--- src/rtl/bram_row_fetcher.sv ---
// bram_row_fetcher: fetches consecutive BRAM rows with wraparound and streams them out over valid/ready
module bram_row_fetcher #(
   parameter int DATA_WIDTH      = 8,
   parameter int MAX_OUTPUT_SIZE = 32,
   parameter int MAX_BRAM_SIZE   = 5,
   parameter int ADDR_WIDTH      = 3,
   parameter int RD_LATENCY      = 2
) (
   input  logic                                        clk,
   input  logic                                        rst_n,
   input  logic                                        start,
   input  logic [ADDR_WIDTH-1:0]                       base_addr,
   input  logic [ADDR_WIDTH:0]                         num_rows,
   input  logic                                        abort,
   output logic                                        busy,
   output logic                                        done,
   output logic                                        err,
   output logic                                        bram_read_en,
   output logic [ADDR_WIDTH-1:0]                       bram_rd_addr,
   input  logic [MAX_OUTPUT_SIZE-1:0][DATA_WIDTH-1:0]  bram_data_out,
   input  logic                                        bram_data_ready,
   output logic [MAX_OUTPUT_SIZE-1:0][DATA_WIDTH-1:0]  row_data,
   output logic [ADDR_WIDTH:0]                         row_idx,
   output logic                                        row_last,
   output logic                                        row_valid,
   input  logic                                        row_ready
);
   localparam int WW = $clog2(RD_LATENCY + 1);
   localparam logic [ADDR_WIDTH:0]   MAX_N  = (ADDR_WIDTH+1)'(MAX_BRAM_SIZE);
   localparam logic [ADDR_WIDTH:0]   ONE    = (ADDR_WIDTH+1)'(1);
   localparam logic [ADDR_WIDTH-1:0] LAST_A = ADDR_WIDTH'(MAX_BRAM_SIZE - 1);
   localparam logic [WW-1:0]         LAT    = WW'(RD_LATENCY);
   typedef enum logic [1:0] {IDLE, READ, HOLD, DONE} state_t;
   state_t                state, state_d;
   logic [ADDR_WIDTH-1:0] addr;
   logic [ADDR_WIDTH:0]   remaining, idx;
   logic [WW-1:0]         wait_cnt;
   logic                  bad, kill, accept, capture, hs;
   assign bad          = ({1'b0, base_addr} >= MAX_N) || (num_rows > MAX_N);
   assign kill         = abort && state != IDLE;
   assign accept       = state == IDLE && start && !bad && num_rows != '0;
   assign capture      = state == READ && wait_cnt == LAT && bram_data_ready && !abort;
   assign hs           = state == HOLD && row_ready && !abort;
   assign busy         = state != IDLE;
   assign done         = state == DONE;
   assign bram_read_en = state == READ;
   assign bram_rd_addr = addr;
   // next-state selection; abort overrides every other transition
   always_comb begin
      state_d = state;
      case (state)
         IDLE:    state_d = (start && !bad) ? ((num_rows == '0) ? DONE : READ) : IDLE;
         READ:    state_d = capture ? HOLD : READ;
         HOLD:    state_d = hs ? ((remaining == ONE) ? DONE : READ) : HOLD;
         default: state_d = IDLE;
      endcase
      if (kill) state_d = IDLE;
   end
   // state register
   always_ff @(posedge clk or negedge rst_n)
      if (!rst_n) state <= IDLE;
      else        state <= state_d;
   // command counters, read-latency timer and output row register
   always_ff @(posedge clk or negedge rst_n) begin
      if (!rst_n) begin
         addr      <= '0;
         remaining <= '0;
         idx       <= '0;
         wait_cnt  <= '0;
         err       <= 1'b0;
         row_data  <= '0;
         row_idx   <= '0;
         row_last  <= 1'b0;
         row_valid <= 1'b0;
      end else begin
         err      <= state == IDLE && start && bad;
         wait_cnt <= (state != READ) ? '0 : wait_cnt + WW'(wait_cnt != LAT);
         if (accept) begin
            addr      <= base_addr;
            remaining <= num_rows;
            idx       <= '0;
         end
         if (capture) begin
            row_data  <= bram_data_out;
            row_idx   <= idx;
            row_last  <= remaining == ONE;
            row_valid <= 1'b1;
         end
         if (hs) begin
            row_valid <= 1'b0;
            remaining <= remaining - ONE;
            idx       <= idx + ONE;
            addr      <= (addr == LAST_A) ? '0 : addr + ADDR_WIDTH'(1);
         end
         if (kill) row_valid <= 1'b0;
      end
   end
endmodule

--- config.mk ---
export PLATFORM = sky130hd
export DESIGN_NAME = bram_row_fetcher
export DESIGN_NICKNAME = d
export VERILOG_FILES = /design/src/rtl/bram_row_fetcher.sv
export SDC_FILE = /design/constraint.sdc
export NUM_CORES = 1
export LEC_CHECK = 0
export CORE_AREA = 2 2 211 213
export DETAILED_ROUTE_END_ITERATION = 6
export DIE_AREA = 0 0 213 215
export PLACE_DENSITY_LB_ADDON = 0.12
export SLEW_MARGIN = 0
export SYNTH_ARGS = -nofsm -noshare
export SYNTH_HDL_FRONTEND = slang
export SYNTH_SLANG_ARGS = --single-unit
--- constraint.sdc ---
create_clock -name clk -period 2 [get_ports clk]
set_clock_uncertainty 0.15 [all_clocks]
set_input_delay 0.2 -clock clk [delete_from_list [all_inputs] [get_ports clk]]
set_output_delay 0.2 -clock clk [all_outputs]
set_load 0.02 [all_outputs]
[Yosys cells after proc, flatten, opt, wreduce, memory -nomap -nowiden]
Index checks and enable logic that the tools add are counted.
Word-level totals
  register bits: 278
  input port bits: 269
  output and inout port bits: 269
  logic and storage cells: 93
Operators by class
  add/sub/neg operators: 4
  order comparisons: 2
  eq/ne operators: 8
  muxes and demuxes: 18
  reduce and logical (&&, ||, !) cells: 20
Operators with widths (number)
  4-bit 2-to-1 mux: 4
  2-bit 2-to-1 mux: 7
  1-bit logical AND: 11
  3-bit 2-to-1 mux: 3
  2-bit equality test (second input constant): 3
  2-bit one-hot mux with 3 select lines: 1
  4-bit by 1-bit adder with 4-bit output (second input constant): 1
  4-bit by 1-bit equality test with 1-bit output (second input constant): 1
  4-bit by 3-bit > comparator with 1-bit output (second input constant): 1
  4-bit logical NOT: 1
  2-bit nonzero test: 2
  4-bit nonzero test: 1
  4-bit by 1-bit subtractor with 4-bit output (second input constant): 1
  3-bit by 1-bit adder with 3-bit output (second input constant): 1
  3-bit equality test (second input constant): 1
  3-bit >= comparator (second input constant): 1
  1-bit 2-to-1 mux: 3
  3-bit nonzero test: 1
  2-bit by 1-bit adder with 2-bit output: 1
  2-bit by 1-bit equality test with 1-bit output (second input constant): 1
  1-bit logical NOT: 2
  2-bit logical NOT: 1
  2-bit by 1-bit inequality test with 1-bit output (second input constant): 1
  2-bit inequality test (second input constant): 1
  1-bit logical OR: 1

[Logic depth before layout (Yosys ltp)]
  depth after elaboration: 7
  depth in mapped cells: 8

[Worst setup path before layout]
OpenSTA, ideal clock, no wires.
  path type: register to register
  start point: reg state[1]
  end point: reg row_data[208] in the netlist's numbering
  library setup time: 65 ps
  data arrival time: 1547 ps
  data required time: 1785 ps
  setup slack: 238 ps
  stages on the path, launching flop included: 8
  period minus slack after synthesis: 1762 ps
  cells stage by stage: dfrtp_1 -> and2b_4 -> and4b_1 -> buf_2 -> buf_2 -> buf_2 -> nand2_1 -> nand2_1
On the way
  word-level cells in the longest chain between the ends: 4
RTL lines
  from (decl): RTL line 34  | state_t state, state_d;
  from (signal assigned): RTL line 62  | else state <= state_d;
  2-bit by 1-bit equality test with 1-bit output
  named net bram_read_en: RTL line 18  | output logic bram_read_en,
  1-bit logical AND (3 in series): RTL line 42  | assign capture = state == READ && wait_cnt == LAT && bram_data_ready && !abort;
  to (signal assigned): RTL line 84  | row_data <= bram_data_out;
  to (decl): RTL line 22  | output logic [MAX_OUTPUT_SIZE-1:0][DATA_WIDTH-1:0] row_data,
The timed path passes the listed nets, and every way through them passes these cells.
A chain may end at the register's enable or synchronous reset.

[Worst setup path after layout]
  start point: reg row_data[75] in the netlist's numbering
  end point: out row_data[75] in the netlist's numbering
No word-level cell between the ends.

==> flow_summary.yaml <==
pwr:
  p_comb_frac: 0.154
  pwr_density_cell_mw_per_mm2: 833.1
  swShare: 0.2443
  power_frac_seq: 0.405
  power_frac_clock: 0.440
  p_sw_w: 0.003747
  p_int_w: 0.01159
  leakage_nw: 9.143
  ir_worst_vdd_uv: 436.2
final_layout:
  drive_gt1_frac: 0.06401
  fillers: 4317
  n_antenna_cell: 0
  layout.nets: 2034
  layout.cells.non_filler: 2373
  area.growth.synth_to_final_pct: 71.50
worst_setup_path:
  rr_startpoint: "state[0]"
  critPathKind: "reg2out"
  cp_top_family: "buffers and inverters"
  slowest_delay_ns: 0.69
  crit_required_ns: 1.65
  cp-end-kind: "primary output"
  cp_max_fo: 2
  path_cells: "clkdlybuf4s50_1"
  crit_arrival_ns: 1.57
  cpMaxStageDelayCell: "clkdlybuf4s50_1"
  worst-path-buf-inv: 1
  cp-start-kind: "flip-flop"
  crit_start: "row_data[75]"
drt:
  detail_route.vias_per_cell: 4.091
  drtPass1Iterations: 4
  routed_wl_mm: 39.43
  route.vias.total: 9709
  wl_per_cell_um: 16.61
  drc: 0
  ant_nets: 0
  drtIter0Drc: 509
job:
  cap_violations: 0
grt:
  antenna_found_initial: 4
  grt_overflow: 0
  grt_pass1_vias: 10075
  grt.total_usage: 0.1705
  grt_max_degree: 62
  grt_first_pass_wirelength_mm: 59.87
clock_tree:
  tritoncts: "built"
  cts_buffer_depth: 3
  clk_pin_slew_ns: 0.06
  clock-root-buffer: "clkbuf_16"
  cts_setup_buffers: 0
  cts.sinks: 278
  htreeDepth: 2
  clkLatencyLatePin_ns: 0.52
  cts_made_buffers: 34
timing:
  max-slew-margin-rel: 0.6071
  fmaxAchievable_mhz: 522.1
  rsz0062_at_grt: "false"
  fin_crit_sh: 0.9577
  hold_ws_ns: 0.05216
  post-route-min-period_ns: 1.915
  setup_viol: 0
  maxSlewViolCount: 0
  hold_viol: 0
  worst_pin_slew_ns: 0.5894
floorplanning:
  num_rows: 77
  die_x_um: 213
  core_area_mm2: 0.04364
  die_area_mm2: 0.04580
  initial_core_util: 0.2460
  io_pins: 538
  die_y_um: 215
yosys:
  synth_seq_cells: 278
  yosysWarnings: 0
  syn_area_per_cell_um2: 8.969
  syn_area_mm2: 0.01074
  ys_seq_area_frac: 0.6480
  ys_types: 42
  syn_nets: 1473
  synthCells: 1197
place:
  dpl.cell_count: 2313
  port-buffer-count: 537
  detailed_place_hpwl_mm: 29.08
  place.gp.congestion: 0.7892
hold_path:
  hp-start: "bram_data_out[228]"
  hp-class: "in2reg"
outcome:
  status: "completed"
-- cell usage after synthesis, drive strengths merged --
master   count  share of area
or4          1         0.0010
and2         4         0.0023
nor2b        1        0.00058
a221oi       1        0.00082
a22o         1        0.00082
or2          1        0.00058
mux2         1         0.0010
and4b        1        0.00093
ha           7         0.0082
and4bb       1         0.0012
clkbuf      23         0.0080
buf         37          0.020
o21bai       1        0.00070
nand2b       2         0.0012
a21boi       1        0.00070
xnor2        2         0.0016
a221o        1        0.00093
maj3         1        0.00093
mux2i        1        0.00093
nand3        1        0.00047
o21ai        5         0.0023
o311ai       2         0.0016
nor4         2         0.0012
nand4bb      1         0.0010
a211oi       2         0.0014
nand4b       1        0.00082
nor3b        2         0.0014
nand2      790           0.28
and2b        1        0.00093
o221a        1         0.0010
nor2         6         0.0021
xor2         1        0.00082
a31oi        1        0.00058
a22oi        1        0.00070
and3         1        0.00058
dfrtp      278           0.65
inv          6         0.0021
a21oi        5         0.0023
and4         1         0.0010
nand4        1        0.00058
-- placed cells by master (no fill, tap or decap), types with 2 or more instances in the layout --
master | synthesis | routed
nand2_1 | 790 | 790
clkdlybuf4s50_1 | 0 | 532
dfrtp_1 | 278 | 277
clkbuf_16 | 0 | 37
buf_4 | 10 | 26
buf_12 | 0 | 21
clkbuf_8 | 0 | 9
ha_1 | 7 | 7
inv_1 | 6 | 6
nor2_1 | 6 | 6
o21ai_0 | 5 | 5
a21oi_1 | 5 | 5
clkbuf_1 | 23 | 5
bufinv_16 | 0 | 5
and2_1 | 4 | 4
nor3b_1 | 2 | 2
nor4_1 | 2 | 2
nand2b_1 | 2 | 2
o311ai_1 | 2 | 2
a211oi_1 | 2 | 2
xnor2_1 | 2 | 2
clkinv_2 | 0 | 2
-- registers in the layout, indices dropped and copies added, names as in the netlist --
name and count:
err 1, state 2, row_idx 4, wait_cnt 2, idx 4, bram_rd_addr 3, remaining 4, row_valid 1
row_data 256, row_last 1
-- cells by family (layout without fill, tap and decap cells) --
logic type	Yosys count	in the layout	share of synthesized area
buffers and inverters	66	650	0.03030
AOI/OAI and AO/OA	22	22	0.01399
and+or+nand+nor	818	818	0.2942
muxes	2	2	0.001981
adders and majority gates	8	8	0.009091
DFF	278	278	0.6480
xor gates and xnor gates	3	3	0.002448
-- metal layers --
layer,GRT usage,vias up,share of wire
met5,0,-,0.0012
met4,0.05152,6,0.022
met3,0.06766,58,0.10
met2,0.2783,358,0.47
met1,0.2061,4513,0.41
li1,-,4774,-
-- final cells by class --
| type | count | area (um^2) | area share |
|---|---|---|---|
| Multi-Input combinational cell | 853 | 3457 | 0.1878 |
| Inverter | 6 | 22.52 | 0.001223 |
| Clock inverter | 8 | 168.9 | 0.009174 |
| Tap cell | 592 | 740.7 | 0.04023 |
| Timing Repair Buffer | 585 | 5996 | 0.3257 |
| Clock buffer | 51 | 1069 | 0.05804 |
| Sequential cell | 278 | 6958 | 0.3779 |
-- per-stage QoR --
step / utilization / TNS [ns] / setup WS (ns) / total power (W) / instance area [um^2]
after floorplan: - / 0 / 0.2383 / 0.007109 / 10740
after global placement: 0.3935 / -0.01249 / -0.01249 / 0.008707 / 17170
after detailed placement: 0.3935 / -0.03393 / -0.03393 / 0.008712 / 17170
after CTS: 0.4219 / 0 / 0.002981 / 0.01566 / 18420
after global routing: 0.4219 / 0 / 0.004293 / 0.01611 / 18410
final: 0.4219 / 0 / 0.08461 / 0.01534 / 18410
-- worst paths after layout --
check                                 to  slack (ns)  cells after the start
setup / recovery            row_data[75]        0.08                      1
hold / removal             row_data[228]        0.05                      3
setup reg to reg            row_data[18]        0.21                      6
hold reg to reg            row_data[110]        0.32                      2
max in group asynchronous  row_data[199]        0.94                      3
min in group asynchronous  row_data[202]        0.10                      2
-- power by group through the flow --
stage / clock network (W) / logic, W / registers (W)
detailed placement: 0 / 0.00240 / 0.00631
global route: 0.00729 / 0.00255 / 0.00627
finish: 0.00675 / 0.00237 / 0.00622
global placement: 0 / 0.00240 / 0.00630
CTS: 0.00703 / 0.00241 / 0.00622
floorplan: 0 / 0.000392 / 0.00672
-- timing repair --
item / CTS / global route
gates resized for setup: 11 / 2
hold buffers: 1 / 0
setup endpoints to repair: 4 / 2
endpoints found under the hold margin: 278 / 0
(Power assumes the default switching activity.)
